## src/rtl/mips_ctrl_pkg.sv

```systemverilog
// Shared encodings for the multi-cycle MIPS controller: opcodes, functs, FSM states
// and the datapath mux/ALU select codes.
package mips_ctrl_pkg;

  localparam logic [5:0] OP_RTYPE = 6'b000000;
  localparam logic [5:0] OP_ADDI  = 6'b001000;
  localparam logic [5:0] OP_ADDIU = 6'b001001;
  localparam logic [5:0] OP_ORI   = 6'b001101;
  localparam logic [5:0] OP_LUI   = 6'b001111;
  localparam logic [5:0] OP_BEQ   = 6'b000100;
  localparam logic [5:0] OP_J     = 6'b000010;
  localparam logic [5:0] OP_JAL   = 6'b000011;
  localparam logic [5:0] OP_LW    = 6'b100011;
  localparam logic [5:0] OP_SW    = 6'b101011;

  localparam logic [5:0] FN_ADDU = 6'b100001;
  localparam logic [5:0] FN_SUBU = 6'b100011;
  localparam logic [5:0] FN_SLT  = 6'b101010;
  localparam logic [5:0] FN_AND  = 6'b100100;
  localparam logic [5:0] FN_JR   = 6'b001000;

  typedef enum logic [2:0] {
    StFetch  = 3'd0,
    StDecode = 3'd1,
    StExec   = 3'd2,
    StMem    = 3'd3,
    StWb     = 3'd4,
    StTrap   = 3'd5
  } state_e;

  typedef enum logic [3:0] {
    ClsRAlu = 4'd0,
    ClsIAlu = 4'd1,
    ClsLw   = 4'd2,
    ClsSw   = 4'd3,
    ClsBeq  = 4'd4,
    ClsJ    = 4'd5,
    ClsJal  = 4'd6,
    ClsJr   = 4'd7,
    ClsIll  = 4'd8
  } insn_class_e;

  localparam logic [1:0] PCSRC_SEQ = 2'b00;
  localparam logic [1:0] PCSRC_BR  = 2'b01;
  localparam logic [1:0] PCSRC_JMP = 2'b10;
  localparam logic [1:0] PCSRC_JR  = 2'b11;

  localparam logic [1:0] REGDST_RD = 2'b00;
  localparam logic [1:0] REGDST_RT = 2'b01;
  localparam logic [1:0] REGDST_RA = 2'b10;

  localparam logic [1:0] M2R_ALU = 2'b00;
  localparam logic [1:0] M2R_MDR = 2'b01;
  localparam logic [1:0] M2R_PC  = 2'b10;

  localparam logic [1:0] EXT_ZERO = 2'b00;
  localparam logic [1:0] EXT_SIGN = 2'b01;
  localparam logic [1:0] EXT_LUI  = 2'b10;

  localparam logic [2:0] ALU_ADD = 3'd0;
  localparam logic [2:0] ALU_SUB = 3'd1;
  localparam logic [2:0] ALU_OR  = 3'd2;
  localparam logic [2:0] ALU_SLT = 3'd3;
  localparam logic [2:0] ALU_AND = 3'd4;

endpackage

```

## src/rtl/mips_insn_decode.sv

```systemverilog
// Combinational instruction classifier: opcode/funct to class, ALU function,
// immediate extension and operand select.
module mips_insn_decode
  import mips_ctrl_pkg::*;
(
  input  logic [5:0] i_opcode,
  input  logic [5:0] i_funct,
  output logic [3:0] o_class,
  output logic [2:0] o_aluop,
  output logic [1:0] o_extop,
  output logic       o_alusrc,
  output logic       o_legal
);

  always_comb begin
    o_class  = ClsIll;
    o_aluop  = ALU_ADD;
    o_extop  = EXT_ZERO;
    o_alusrc = 1'b0;
    case (i_opcode)
      OP_RTYPE: begin
        case (i_funct)
          FN_ADDU: o_class = ClsRAlu;
          FN_SUBU: begin o_class = ClsRAlu; o_aluop = ALU_SUB; end
          FN_SLT:  begin o_class = ClsRAlu; o_aluop = ALU_SLT; end
          FN_AND:  begin o_class = ClsRAlu; o_aluop = ALU_AND; end
          FN_JR:   o_class = ClsJr;
          default: o_class = ClsIll;
        endcase
      end
      OP_ADDI, OP_ADDIU: begin o_class = ClsIAlu; o_extop = EXT_SIGN; o_alusrc = 1'b1; end
      OP_ORI:  begin o_class = ClsIAlu; o_aluop = ALU_OR; o_alusrc = 1'b1; end
      OP_LUI:  begin o_class = ClsIAlu; o_extop = EXT_LUI; o_alusrc = 1'b1; end
      OP_LW:   begin o_class = ClsLw; o_extop = EXT_SIGN; o_alusrc = 1'b1; end
      OP_SW:   begin o_class = ClsSw; o_extop = EXT_SIGN; o_alusrc = 1'b1; end
      OP_BEQ:  begin o_class = ClsBeq; o_aluop = ALU_SUB; end
      OP_J:    o_class = ClsJ;
      OP_JAL:  o_class = ClsJal;
      default: o_class = ClsIll;
    endcase
    o_legal = (o_class != ClsIll);
  end

endmodule

```

## src/rtl/multicycle_controller.sv

```systemverilog
// Multi-cycle MIPS control FSM: FETCH/DECODE/EXEC/MEM/WB with memory wait states,
// access timeout and illegal-opcode trap, plus a retired-instruction counter.
module multicycle_controller
  import mips_ctrl_pkg::*;
#(
  parameter int unsigned MEM_WAIT_EN = 1,
  parameter int unsigned MEM_TIMEOUT = 16,
  parameter int unsigned CNT_W       = 32,
  parameter int unsigned ALUOP_W     = 3
) (
  input  logic               i_clk,
  input  logic               i_rst,
  input  logic [5:0]         i_opcode,
  input  logic [5:0]         i_funct,
  input  logic               i_zero,
  input  logic               i_imem_ready,
  input  logic               i_dmem_ready,
  output logic               o_imem_req,
  output logic               o_dmem_req,
  output logic               o_memwe,
  output logic               o_irwe,
  output logic               o_mdrwe,
  output logic               o_pcwe,
  output logic [1:0]         o_pcsrc,
  output logic               o_regwe,
  output logic [1:0]         o_regdst,
  output logic [1:0]         o_memtoreg,
  output logic               o_alusrc,
  output logic [1:0]         o_extop,
  output logic [ALUOP_W-1:0] o_aluop,
  output logic               o_illegal,
  output logic               o_instr_done,
  output logic [CNT_W-1:0]   o_retired
);

  localparam int unsigned WAIT_W = (MEM_TIMEOUT > 0) ? $clog2(MEM_TIMEOUT + 1) : 1;

  state_e            r_state, w_next;
  logic [WAIT_W-1:0] r_wait;
  logic              r_illegal;
  logic [CNT_W-1:0]  r_retired;

  logic       w_imem_rdy, w_dmem_rdy, w_timeout, w_done;
  logic [3:0] w_class;
  logic [2:0] w_aluop;
  logic [1:0] w_extop;
  logic       w_alusrc, w_legal;

  mips_insn_decode u_decode (
    .i_opcode (i_opcode),
    .i_funct  (i_funct),
    .o_class  (w_class),
    .o_aluop  (w_aluop),
    .o_extop  (w_extop),
    .o_alusrc (w_alusrc),
    .o_legal  (w_legal)
  );

  assign w_imem_rdy = (MEM_WAIT_EN == 0) || i_imem_ready;
  assign w_dmem_rdy = (MEM_WAIT_EN == 0) || i_dmem_ready;
  // Trap only once the full budget of wait cycles has elapsed; ready on that cycle still wins.
  assign w_timeout  = (MEM_TIMEOUT != 0) && (r_wait == WAIT_W'(MEM_TIMEOUT));

  always_comb begin
    w_next       = r_state;
    o_imem_req   = 1'b0;
    o_dmem_req   = 1'b0;
    o_memwe      = 1'b0;
    o_irwe       = 1'b0;
    o_mdrwe      = 1'b0;
    o_pcwe       = 1'b0;
    o_pcsrc      = PCSRC_SEQ;
    o_regwe      = 1'b0;
    o_regdst     = REGDST_RD;
    o_memtoreg   = M2R_ALU;
    o_alusrc     = 1'b0;
    o_extop      = EXT_ZERO;
    o_aluop      = '0;
    case (r_state)
      StFetch: begin
        o_imem_req = 1'b1;
        if (w_imem_rdy) begin
          o_irwe = 1'b1;
          o_pcwe = 1'b1;
          w_next = StDecode;
        end else if (w_timeout) begin
          w_next = StTrap;
        end
      end
      StDecode: begin
        if (!w_legal) begin
          w_next = StTrap;
        end else if (w_class == ClsJ) begin
          o_pcwe  = 1'b1;
          o_pcsrc = PCSRC_JMP;
          w_next  = StFetch;
        end else if (w_class == ClsJal) begin
          o_regwe    = 1'b1;
          o_regdst   = REGDST_RA;
          o_memtoreg = M2R_PC;
          o_pcwe     = 1'b1;
          o_pcsrc    = PCSRC_JMP;
          w_next     = StFetch;
        end else if (w_class == ClsJr) begin
          o_pcwe  = 1'b1;
          o_pcsrc = PCSRC_JR;
          w_next  = StFetch;
        end else begin
          w_next = StExec;
        end
      end
      StExec: begin
        o_alusrc = w_alusrc;
        o_extop  = w_extop;
        o_aluop  = ALUOP_W'(w_aluop);
        if (w_class == ClsLw || w_class == ClsSw) begin
          w_next = StMem;
        end else if (w_class == ClsBeq) begin
          o_pcwe  = i_zero;
          o_pcsrc = i_zero ? PCSRC_BR : PCSRC_SEQ;
          w_next  = StFetch;
        end else begin
          w_next = StWb;
        end
      end
      StMem: begin
        o_dmem_req = 1'b1;
        o_memwe    = (w_class == ClsSw);
        if (w_dmem_rdy) begin
          if (w_class == ClsSw) begin
            w_next = StFetch;
          end else begin
            o_mdrwe = 1'b1;
            w_next  = StWb;
          end
        end else if (w_timeout) begin
          w_next = StTrap;
        end
      end
      StWb: begin
        o_regwe    = 1'b1;
        o_regdst   = (w_class == ClsRAlu) ? REGDST_RD : REGDST_RT;
        o_memtoreg = (w_class == ClsLw) ? M2R_MDR : M2R_ALU;
        w_next     = StFetch;
      end
      StTrap:  w_next = StTrap;
      default: w_next = StTrap;
    endcase
    w_done       = (w_next == StFetch) && (r_state != StFetch);
    o_instr_done = w_done;
    // Reset is asynchronous to the outputs as well: requests drop the moment it asserts.
    if (i_rst) begin
      o_imem_req   = 1'b0;
      o_dmem_req   = 1'b0;
      o_memwe      = 1'b0;
      o_irwe       = 1'b0;
      o_mdrwe      = 1'b0;
      o_pcwe       = 1'b0;
      o_pcsrc      = PCSRC_SEQ;
      o_regwe      = 1'b0;
      o_regdst     = REGDST_RD;
      o_memtoreg   = M2R_ALU;
      o_alusrc     = 1'b0;
      o_extop      = EXT_ZERO;
      o_aluop      = '0;
      o_instr_done = 1'b0;
    end
  end

  always_ff @(posedge i_clk or posedge i_rst) begin
    if (i_rst) begin
      r_state   <= StFetch;
      r_wait    <= '0;
      r_illegal <= 1'b0;
      r_retired <= '0;
    end else begin
      r_state <= w_next;
      if (w_next != r_state) begin
        r_wait <= '0;
      end else if ((r_state == StFetch && !w_imem_rdy) || (r_state == StMem && !w_dmem_rdy)) begin
        r_wait <= r_wait + 1'b1;
      end
      if (w_next == StTrap) r_illegal <= 1'b1;
      if (w_done) r_retired <= r_retired + 1'b1;
    end
  end

  assign o_illegal = r_illegal;
  assign o_retired = r_retired;

endmodule

```

## config.mk

```make
export PLATFORM = sky130hd
export DESIGN_NAME = multicycle_controller
export DESIGN_NICKNAME = d
export VERILOG_FILES = /design/src/rtl/mips_ctrl_pkg.sv /design/src/rtl/mips_insn_decode.sv /design/src/rtl/multicycle_controller.sv
export SDC_FILE = /design/constraint.sdc
export NUM_CORES = 1
export LEC_CHECK = 0
export CAP_MARGIN = 20
export CORE_ASPECT_RATIO = 0.6
export CORE_MARGIN = 1.5
export CORE_UTILIZATION = 40
export CTS_CLUSTER_SIZE = 25
export DETAILED_ROUTE_END_ITERATION = 8
export PLACE_DENSITY = 0.7
export SKIP_CTS_REPAIR_TIMING = 1
export SLEW_MARGIN = 30
export SYNTH_ARGS = -nofsm -noshare
export SYNTH_HDL_FRONTEND = slang
export SYNTH_SLANG_ARGS = --single-unit
```

## constraint.sdc

```tcl
create_clock -name i_clk -period 3.7 [get_ports i_clk]
set_input_delay 0.74 -clock i_clk [delete_from_list [all_inputs] [get_ports i_clk]]
set_output_delay 0.74 -clock i_clk [all_outputs]
set_load 0.01 [all_outputs]
```

==> impl_metrics.json, run 1 <==
{
  "crit_arrival_ns": 3.17,
  "cap_violations": 0,
  "cts-root-buf": "clkbuf_16",
  "die_x_um": 111,
  "first_pass_iters": 4,
  "violations": "setup timing",
  "synth_seq_cells": 41,
  "crit_chain": "clkdlybuf4s50_1 -> nor3_2 -> a21oi_1 -> nor3_1 -> o21ai_0 -> or3_4 -> o211ai_1 -> and4_1 -> clkdlybuf4s50_1",
  "place_congestion": 0.936,
  "rows": 23,
  "synthesis.area_um2": 2820,
  "worstSetupStartpointType": "primary input",
  "clk_pin_slew_ns": 0.06,
  "outcome": "finished, violations left",
  "io_buffers": 69,
  "critical_path_peak_fanout": 6,
  "synth.avg_cell_area_um2": 8.70,
  "syn_nets": 344,
  "synthCells": 324,
  "max_freq_mhz": 256,
  "ant_nets": 0,
  "initial_core_util_pct": 41.9,
  "netlist-cell-type-count": 64,
  "antenna_cells": 0,
  "timing.slew.headroom_pct": 54.4,
  "worstHoldPathType": "flip-flop to flip-flop",
  "layout_commonest_cell": "clkdlybuf4s50_1",
  "drt_iter0_markers": 204,
  "p_leak_nw": 2.00,
  "overflow": 0,
  "critPathMaxStageDelay_ns": 0.54,
  "htreeDepth": 2,
  "stdcell_count": 526,
  "finalSetupViolCount": 2,
  "postPlaceCellArea_um2": 3930,
  "finalWirelength_mm": 8.25,
  "nFillCells": 596,
  "dp_hpwl_mm": 5.92,
  "worst_clock_skew_ns": 0.00503,
  "drt-vias-per-instance": 5.40,
  "path_common_cell": "clkdlybuf4s50_1",
  "post-route-period-util_pct": 106,
  "synth_edf_count": 0,
  "clock_latency_ns": 0.28,
  "cts.sinks": 41,
  "grt_pass1_vias": 2667,
  "peakVddDrop_uv": 202,
  "cts_tree": "done",
  "synth-main-ff-cell": "dfrtp_1",
  "io_pins": 70,
  "clk_path_buf_depth": 2,
  "vias": 2839,
  "ys_async_sr_fraction_pct": 100,
  "core-area_um2": 6730,
  "slowest_stage": "clkdlybuf4s50_1",
  "design_area_um2": 4170,
  "die_area_um2": 7580,
  "reg2reg_slack_ns": 1.11,
  "ys_warn_count": 0,
  "dp.cells": 517,
  "p_per_area_nw_per_um2": 315,
  "finalWorstSetupSlack_ns": -0.213,
  "final_cell_mix": "58 x clkdlybuf4s50_1, 55 x buf_4, 41 x dfrtp_1",
  "grt_pass1_wl_mm": 13.1,
  "syn_to_final_growth_pct": 47.8,
  "finalCriticalPeriod_ns": 3.91,
  "final_hold_viol_count": 0,
  "drive_above_1_share_pct": 21.2,
  "rsz0062_at_grt": "true",
  "drcViolationCount": 0,
  "worst_slew_pin_slew_ns": 0.678,
  "grt_max_degree": 42,
  "nets": 459,
  "required_ns": 2.96,
  "numCtsBuffers": 5,
  "antenna_found_initial": 0,
  "routedWlPerCell_um": 15.7,
  "slew_viol_final": 0,
  "path_class": "primary input to primary output",
  "die_y_um": 68.0,
  "grt_usage_pct": 21.8,
  "synth_seq_area_share_pct": 36.4,
  "worstSetupEndpointType": "primary output"
}
## report_power, final
| group | internal [mW] | switching [mW] |
|---|---|---|
| Clock | 0.265 | 0.166 |
| Combinational | 0.167 | 0.219 |
| Sequential | 0.466 | 0.0282 |
## layout make-up
cell class / count / area (um2) / share of cell area (%)
tap: 87 / 109 / 2.61
inverter: 14 / 52.6 / 1.26
sequential: 41 / 1030 / 24.6
multi-input combinational: 253 / 1710 / 41.1
timing repair buffer: 124 / 1120 / 27.0
clock buffer: 7 / 143 / 3.42
## critical path, delay by kind of cell
kind | cells | cell delay [ns]
buffers and inverters | 2 | 1.04
and+or+nand+nor | 4 | 0.96
AOI/OAI and AO/OA | 3 | 0.42
## cell usage after synthesis (4+ instances only)
cell type | n | area [um2]
dfrtp_1 | 41 | 1030
nor2_1 | 34 | 128
nand2_1 | 32 | 120
xor2_1 | 27 | 236
nor3_1 | 25 | 125
inv_1 | 14 | 52.6
nand3_1 | 13 | 65.1
a21oi_1 | 10 | 50.1
buf_2 | 10 | 50.1
xnor2_1 | 10 | 87.6
nand4_1 | 8 | 50.1
nor4_1 | 8 | 50.1
and3_1 | 6 | 37.5
nand2b_1 | 6 | 37.5
o21ai_0 | 4 | 20.0
## path summary, 6_finish.rpt
kind,from,endpoint,cells after the start
worst max-delay path,i_funct[1],o_pcwe,9
worst min-delay path,o_retired[31]$_DFFE_PP0P_,o_retired[31]$_DFFE_PP0P_,1
worst max register to register,r_wait[0]$_DFFE_PP0P_,o_retired[8]$_DFFE_PP0P_,10
worst min register to register,o_retired[31]$_DFFE_PP0P_,o_retired[31]$_DFFE_PP0P_,1
max in group asynchronous,i_rst,o_retired[27]$_DFFE_PP0P_,4
min in group asynchronous,i_rst,o_illegal$_DFFE_PP0N_,4
## registers in the layout, indices dropped and copies added, names as in the netlist
name,count
o_illegal,1
o_retired,32
r_wait,5
r_state,3
## through the flow
step,hold WS (ns),total power [mW],utilization [%],worst slack [ns],TNS [ns]
after floorplan,0.504,0.732,-,0.323,0
after global placement,0.459,0.871,58.3,-0.314,-2.50
after detailed placement,0.463,0.874,58.3,-0.409,-2.87
after CTS,0.471,1.31,60.4,-0.433,-3.00
after global routing,0.495,1.37,61.9,-0.279,-0.541
final,0.463,1.31,61.9,-0.213,-0.383
## kinds of logic after synthesis
logic type                 Yosys count  share of synthesized area (%)
and+or+nand+nor                    164                           31.6
xor gates and xnor gates            37                           11.5
buffers and inverters               30                           5.10
AOI/OAI and AO/OA                   46                           12.9
adders and majority gates            3                           1.33
muxes                                3                           1.11
DFF                                 41                           36.4
## layer usage
metal / up-vias / part of all wire (%) / track usage, %
li1: 1388 / - / -
met1: 1368 / 50 / 32.2
met2: 81 / 44 / 33.1
met3: 2 / 5.7 / 4.96
met4: 0 / 0.17 / 3.96
met5: - / 0 / 0
No activity file was read; power rests on OpenSTA's default activity.
==> run 2: changes to the inputs <==
Settings changed: SYNTH_HIERARCHICAL set to 1.
==> run 2 against run 1 <==
  * The run ends with DRC, setup timing left
  * Routed wire length rose by 4.0%
  * Hold slack improved by 0.011 ns
  * Total power rose by 30%
  * Cell count fell by 2.9%
  * Worst setup slack improved by 0.12 ns
  * Critical path depth rose by 6
  * Count of clock-buffer cells in the layout fell by 1
  * Core utilization rose by 1.4 points
  * First-iteration DRC count rose by 5.4%
  * Fmax rose by 3.1%
==> impl_metrics.json, run 2 <==
{
  "slew_viol_final": 0,
  "syn_nets": 327,
  "drt-vias-per-instance": 5.48,
  "die_area_um2": 7710,
  "rows": 23,
  "nFillCells": 530,
  "finalWirelength_mm": 8.57,
  "critical_path_peak_fanout": 3,
  "finalSetupViolCount": 1,
  "synth-main-ff-cell": "dfrtp_1",
  "path_class": "primary input to primary output",
  "ant_nets": 0,
  "synth_seq_area_share_pct": 35.7,
  "drive_above_1_share_pct": 28.8,
  "worstSetupStartpointType": "primary input",
  "synthCells": 307,
  "cts-root-buf": "clkbuf_16",
  "vias": 2799,
  "utilization_pct": 63.3,
  "p_per_area_nw_per_um2": 395,
  "initial_core_util_pct": 42.1,
  "synthesis.area_um2": 2870,
  "antenna_cells": 0,
  "numCtsBuffers": 5,
  "overflow": 0,
  "die_x_um": 112,
  "peakVddDrop_uv": 286,
  "core-area_um2": 6820,
  "place_congestion": 0.892,
  "worst_slew_pin_slew_ns": 0.691,
  "r2r_start": "r_state[2]$_DFF_PP0_",
  "rsz0062_at_grt": "true",
  "clk_path_buf_depth": 2,
  "ys_warn_count": 6,
  "drcViolationCount": 3,
  "io_pins": 70,
  "io_buffers": 69,
  "grt_max_degree": 42,
  "largest_reg_flops": 32,
  "final_hold_viol_count": 0,
  "postPlaceCellArea_um2": 3930,
  "nets": 443,
  "layout_commonest_cell": "buf_4",
  "post-route-period-util_pct": 103,
  "grt_usage_pct": 21.4,
  "die_y_um": 68.6,
  "worst_clock_skew_ns": 0.00516,
  "synth_most_common_cell": "dfrtp_1",
  "required_ns": 2.96,
  "fin_setup_tns_ns": -0.0958,
  "antenna_found_initial": 0,
  "yosysTopAreaCellShare_pct": 35.7,
  "grt_pass1_wl_mm": 13.1,
  "hold_path.startpoint": "o_retired[31]$_DFFE_PP0P_",
  "multiInputGateArea_um2": 1900,
  "cap_violations": 0,
  "final_cell_mix": "55 x buf_4, 49 x clkdlybuf4s50_1, 41 x dfrtp_1",
  "worstHoldPathType": "flip-flop to flip-flop",
  "first_pass_iters": 9,
  "crit_arrival_ns": 3.06,
  "clk_pin_slew_ns": 0.06,
  "drt_iter0_markers": 215,
  "finalWorstSetupSlack_ns": -0.0958,
  "htreeDepth": 2,
  "synth_seq_cells": 41,
  "dp_hpwl_mm": 6.11,
  "cp-startpoint": "i_funct[5]",
  "worstSetupEndpointType": "primary output",
  "regArea_um2": 1030,
  "design_area_um2": 4320,
  "synth_commonest_cells": "41 x dfrtp_1, 32 x xnor2_1, 28 x nand4_1, 26 x nor2_1, 15 x nand3_1",
  "ys_async_sr_fraction_pct": 100,
  "yosysTopAreaCell": "dfrtp_1",
  "cts.sinks": 41,
  "p_leak_nw": 1.91,
  "clock_latency_ns": 0.28,
  "cts_tree": "done",
  "violations": "DRC, setup timing",
  "synth_edf_count": 0,
  "grt_pass1_vias": 2593,
  "yosys-top-cells-area": "dfrtp_1 36%, xnor2_1 9.8%, nand4_1 6.1%, nor2_1 3.4%, nand3_1 2.6%",
  "max_freq_mhz": 263,
  "finalCriticalPeriod_ns": 3.80,
  "outcome": "finished, violations left",
  "timing.slew.headroom_pct": 54.0,
  "routedWlPerCell_um": 16.8,
  "netlist-cell-type-count": 69,
  "synth.avg_cell_area_um2": 9.35,
  "syn_to_final_growth_pct": 50.4
}
run 2: worst max-delay path, cell delays in order:
cell and delay [ns]:
clkdlybuf4s50_1 0.50, nor4_2 0.04, buf_4 0.15, nand4b_1 0.13, o41ai_2 0.11, buf_4 0.16
buf_4 0.13, buf_4 0.12, nand4bb_1 0.22, nand4_1 0.17, nand3_2 0.12, nor2_4 0.13
nand2_4 0.05, nor2_1 0.11, clkbuf_2 0.15
run 2: worst paths after layout:
kind / end / slack, ns / cells after the start
setup / recovery: o_instr_done / -0.1 / 15
hold / removal: o_retired[31]$_DFFE_PP0P_ / 0.47 / 1
setup reg to reg: o_retired[24]$_DFFE_PP0P_ / 1.34 / 7
hold reg to reg: o_retired[31]$_DFFE_PP0P_ / 0.47 / 1
max in group asynchronous: o_retired[5]$_DFFE_PP0P_ / 1.99 / 4
min in group asynchronous: r_state[0]$_DFF_PP0_ / 1.36 / 4
run 2: layout make-up:
cell class | instances | area share, %
multi-input combinational | 243 | 43.9
timing repair buffer | 125 | 25.9
sequential | 41 | 23.8
clock buffer | 6 | 2.99
tap | 87 | 2.52
inverter | 7 | 0.609
clock inverter | 2 | 0.232
run 2: cells by family after synthesis:
family	synth area share (%)
adder cells (fa/ha/maj)	1.31
AO/OA/AOI/OAI	9.76
flip-flops	35.7
multiplexers	1.26
XOR/XNOR	11.0
AND/OR/NAND/NOR	36.1
buffers and inverters	4.79
run 2: power breakdown:
group	total [mW]	internal, mW	switching, mW
Clock	0.419	0.248	0.172
Combinational	0.684	0.312	0.372
Sequential	0.603	0.493	0.109
Total	1.71	1.05	0.653
run 2: through the flow:
stage,total power [mW],instances,hold WS (ns),worst slack (ns)
floorplan,1.05,307,0.504,0.142
global placement,1.25,497,0.454,-0.705
detailed placement,1.26,497,0.453,-0.724
CTS,1.69,505,0.477,-0.733
global route,1.80,511,0.499,-0.221
finish,1.71,511,0.473,-0.0958
run 2: routing by layer:
layer,vias up,GRT usage (%),wire length (um)
li1,1346,-,-
met1,1364,31.1,4090
met2,78,34.3,4010
met3,11,3.67,403
met4,0,4.11,63
met5,-,0,0
==> run 3: changes to the inputs <==
Settings changed: CORE_UTILIZATION 40 to 50, GPL_TIMING_DRIVEN set to 0, PLACE_DENSITY 0.7 to 0.84.
==> run 3 against run 2 <==
  * The run ends with setup timing left
  * Die area fell by 19%
  * First-iteration DRC count rose by 0.93%
  * Non-clock buffer count fell by 22
  * Via count rose by 0.86%
  * Core utilization rose by 11 points
  * Combinational power rose by 21%
  * Critical endpoint unchanged
  * Highest routed layer unchanged
==> impl_metrics.json, run 3 (same netlist as run 2, synthesis figures left out) <==
{
  "outcome": "finished, violations left",
  "violations": "setup timing",
  "antenna_found_initial": 0,
  "io_pins": 70,
  "worstSetupStartpointType": "primary input",
  "initial_core_util_pct": 51.8,
  "die_y_um": 61.7,
  "pwr-share-comb_pct": 47.0,
  "nFillCells": 384,
  "drt_iter0_markers": 217,
  "timing.hold.ws_ns": 0.476,
  "grt_usage_pct": 24.5,
  "first_pass_iters": 4,
  "finalSetupViolCount": 2,
  "slew_viol_final": 0,
  "numCtsBuffers": 5,
  "multiInputGateArea_um2": 1890,
  "htreeDepth": 2,
  "regArea_um2": 1030,
  "power_mw": 1.77,
  "required_ns": 2.96,
  "post-route-period-util_pct": 106,
  "io_buffers": 68,
  "critical_path_peak_fanout": 8,
  "clk_pin_slew_ns": 0.08,
  "crit_chain": "dlymetal6s2s_1 -> nor4b_1 -> a21oi_1 -> o31ai_4 -> buf_4 -> nor4b_4 -> or3b_4 -> nand3_4 -> nor2_4 -> buf_8 -> nand2_4 -> nor2_2 -> buf_2",
  "syn_to_final_growth_pct": 43.3,
  "dp.cells": 456,
  "clock_latency_ns": 0.29,
  "die_x_um": 101,
  "worst_clock_skew_ns": 0.00424,
  "cts_tree": "done",
  "place_congestion": 0.908,
  "path_class": "primary input to primary output",
  "core-area_um2": 5540,
  "finalCriticalPeriod_ns": 3.93,
  "final_hold_viol_count": 0,
  "slowest_stage": "o31ai_4",
  "routedWlPerCell_um": 17.2,
  "final_cell_mix": "48 x clkdlybuf4s50_1, 41 x dfrtp_1, 32 x xnor2_1",
  "die_area_um2": 6220,
  "p_leak_nw": 1.81,
  "overflow": 0,
  "ant_nets": 0,
  "cts.sinks": 41,
  "grt_pass1_wl_mm": 11.8,
  "nets": 421,
  "rows": 21,
  "p_per_area_nw_per_um2": 430,
  "power.share.clock_pct": 21.3,
  "swShare_pct": 38.7,
  "worstHoldPathType": "flip-flop to flip-flop",
  "cap_violations": 0,
  "dp_hpwl_mm": 5.38,
  "worst_slew_pin_slew_ns": 0.629,
  "antenna_cells": 0,
  "drive_above_1_share_pct": 23.9,
  "grt_max_degree": 32,
  "finalWirelength_mm": 8.29,
  "grt_pass1_vias": 2404,
  "worstSetupEndpointType": "primary output",
  "drcViolationCount": 0,
  "peakVddDrop_uv": 228,
  "max_freq_mhz": 254,
  "largest_reg_flops": 32,
  "rsz0062_at_grt": "true",
  "timing.slew.headroom_pct": 58.0,
  "pwr-share-seq_pct": 31.8,
  "layout_commonest_cell": "clkdlybuf4s50_1",
  "cts-root-buf": "clkbuf_8",
  "finalWorstSetupSlack_ns": -0.233,
  "crit_arrival_ns": 3.19,
  "utilization_pct": 74.2,
  "clk_path_buf_depth": 2,
  "stdcell_count": 482,
  "drt-vias-per-instance": 5.86,
  "vias": 2823,
  "critPathMaxStageDelay_ns": 0.44,
  "switching_power_uw": 684,
  "p_int_mw": 1.08
}
[run 3: changes by cell type in the layout (fill, tap and decap cells not counted), sizes merged]
cell           previous run  this run
clkbuf                    9        18
clkdlybuf4s50            49        48
dlymetal6s2s             14        13
bufinv                    0         1
buf                      59        31
clkinv                    2         0
[run 3: metrics by stage]
step	instance area, um2	worst slack [ns]	setup TNS [ns]
after floorplan	2870	0.142	0
after global placement	3650	-1.27	-15.41
after detailed placement	3680	-1.34	-18.83
after CTS	3790	-1.39	-10.02
after global routing	4110	-0.318	-0.438
final	4110	-0.233	-0.237
[run 3: path summary, 6_finish.rpt]
| kind | slack [ns] | end | cells past startpoint | start |
|---|---|---|---|---|
| worst max-delay path | -0.23 | o_instr_done | 13 | i_opcode[3] |
| worst min-delay path | 0.48 | o_illegal$_DFFE_PP0N_ | 1 | o_illegal$_DFFE_PP0N_ |
| worst max register to register | 1.63 | o_retired[20]$_DFFE_PP0P_ | 10 | r_wait[0]$_DFFE_PP0P_ |
| worst min register to register | 0.48 | o_illegal$_DFFE_PP0N_ | 1 | o_illegal$_DFFE_PP0N_ |
| max in group asynchronous | 2.08 | o_retired[19]$_DFFE_PP0P_ | 4 | i_rst |
| min in group asynchronous | 1.19 | o_retired[5]$_DFFE_PP0P_ | 3 | i_rst |
[run 3: per-layer routing]
layer / global-route usage (%) / vias up / wire [um]
li1: - / 1309 / -
met1: 36.9 / 1401 / 3960
met2: 35.7 / 103 / 3810
met3: 5.48 / 10 / 448
met4: 6.24 / 0 / 65
met5: 0 / - / 0
[run 3: area by class of cell]
class	instances	share of cell area (%)
multi-input combinational	243	45.9
sequential	41	24.9
timing repair buffer	87	20.3
buffer	16	2.95
tap	80	2.43
clock buffer	7	2.10
clock inverter	1	0.730
inverter	7	0.639
[run 3: power by group through the flow]
stage,clock network [mW],logic (mW),registers (mW)
after floorplan,0,0.481,0.565
after global placement,0,0.701,0.562
after detailed placement,0,0.724,0.568
after CTS,0.379,0.731,0.559
after global routing,0.395,0.906,0.572
final,0.376,0.831,0.562
[run 3: worst max-delay path, delay by kind of cell]
family / cells / cell delay [ns]
compound gates: 2 / 0.56
simple gates: 7 / 1.15
buf+inv: 4 / 0.74
==> variant (settings of run 2) <==
The parameter `MEM_WAIT_EN` goes from 1 to 0.
--- a/src/rtl/multicycle_controller.sv
+++ b/src/rtl/multicycle_controller.sv
@@ -3,7 +3,7 @@
 module multicycle_controller
   import mips_ctrl_pkg::*;
 #(
-  parameter int unsigned MEM_WAIT_EN = 1,
+  parameter int unsigned MEM_WAIT_EN = 0,
   parameter int unsigned MEM_TIMEOUT = 16,
   parameter int unsigned CNT_W       = 32,
   parameter int unsigned ALUOP_W     = 3
Behaviour: not the same (a bounded check fails within 4 cycles, from zero or initial values and one cycle with i_rst high).
==> variant against run 2 <==
Hold slack gained 0.0058 ns. Critical path depth shrank 2. Wire length decreased by 17%. Design area decreased by 15%. Sequential cell count down 5. Worst setup slack improved by 0.20 ns. Synthesized area down 14%. Core utilization increased by 0.14 points. Largest cell class unchanged. Highest routed layer unchanged.
Power is not compared: it rests on default switching activity, and its combinational part moved more than twofold at a synthesized area within 25%.
==> variant: results (changes against run 2) <==
status: "finished, final reports clean"
finalCritPeriodShare_pct: 97.1  # -5.5 points
portBuffers: 67  # -2.9%
cts.sinks: 36  # -12%
startpoint: "i_funct[0]"
synth-seq-area-share_pct: 36.6  # +0.86 points
nNonClkBuffers: 105  # -16%
synthTopCellsByArea: "dfrtp_1, xor2_1, nor3_1, nand3_1, nor2_1"
syn_nets: 292  # -11%
synth_area_per_cell_um2: 8.98  # -3.9%
die_x_um: 104  # -7.2%
critPathArrivalTime_ns: 2.85  # -0.21 ns
grt_pass1_wl_um: 11400  # -12%
ff2ff_path_depth: 5  # -2
clock_path_buffers: 2  # unchanged
synth_common_cells: "dfrtp_1, xor2_1, nor3_1"
seqCellArea_um2: 901  # -12%
grt_use_met1_pct: 35.9  # +4.8 points
clk_pin_slew_ns: 0.07
ys_types: 50  # -28%
reg2reg_to: "o_retired[29]$_DFFE_PP0P_"
avgViaCountPerCell: 5.36  # -2.1%
dp_hpwl_um: 5180  # -15%
gp_congestion: 0.826  # -7.4%
nets: 389  # -12%
grt_pass1_vias: 2223  # -14%
clk_share_pct: 2.95  # -0.27 points
placed_area_um2: 3440  # -13%
buffer_area_share_pct: 26.8  # +0.87 points
multi_input_area_share_pct: 42.0  # -1.9 points
regToRegSetupSlack_ns: 1.53  # +0.19 ns
wl_met3_um: 416  # +3.2%
wl_per_cell_um: 15.7  # -6.7%
num-fill-cells: 495  # -6.6%
met2_usage_pct: 27.8  # -6.5 points
drive_gt1_share_pct: 22.8  # -5.9 points
worst_slew_pin_slew_ns: 0.955  # +0.265 ns
grt_max_degree: 37  # -12%
r2r_start: "o_retired[15]$_DFFE_PP0P_"
nMultiInputCombCells: 215  # -12%
final.setup_skew_ns: 0.00787  # +0.00271 ns
grt_use_total_pct: 21.6  # +0.19 points
wirelength_met1_um: 3800  # -7.3%
die_h_um: 63.8  # -7.1%
inverters: 8  # +1
drt_iter0_drc: 175  # -19%
dp_slack_ns: -0.699  # +0.0254 ns
## variant: cells by family (layout without fill, tap and decap cells)
group | after synthesis | count (layout) | share of synthesized area, %
compound gates | 34 | 34 | 9.35
simple gates | 147 | 147 | 36.9
buf+inv | 23 | 121 | 4.78
fa+ha+maj | 1 | 1 | 0.508
xor+xnor | 32 | 32 | 11.4
flops | 36 | 36 | 36.6
mux | 1 | 1 | 0.458
## variant: how the worst max path moves through the flow
stage,to,cells past startpoint,slack (ns)
floorplan,o_regdst[1],9,0.22
global placement,o_regwe,13,-0.55
CTS,o_regwe,13,-0.72
finish,o_regwe,13,0.11
detailed placement,o_regwe,13,-0.70
global route,o_regwe,13,-0.02
## variant: where the power goes
group          switching (mW)  total [mW]  internal (mW)
Clock                   0.141       0.341          0.200
Combinational           0.203       0.338          0.135
Sequential             0.0482       0.465          0.417
Total                   0.391        1.14          0.752
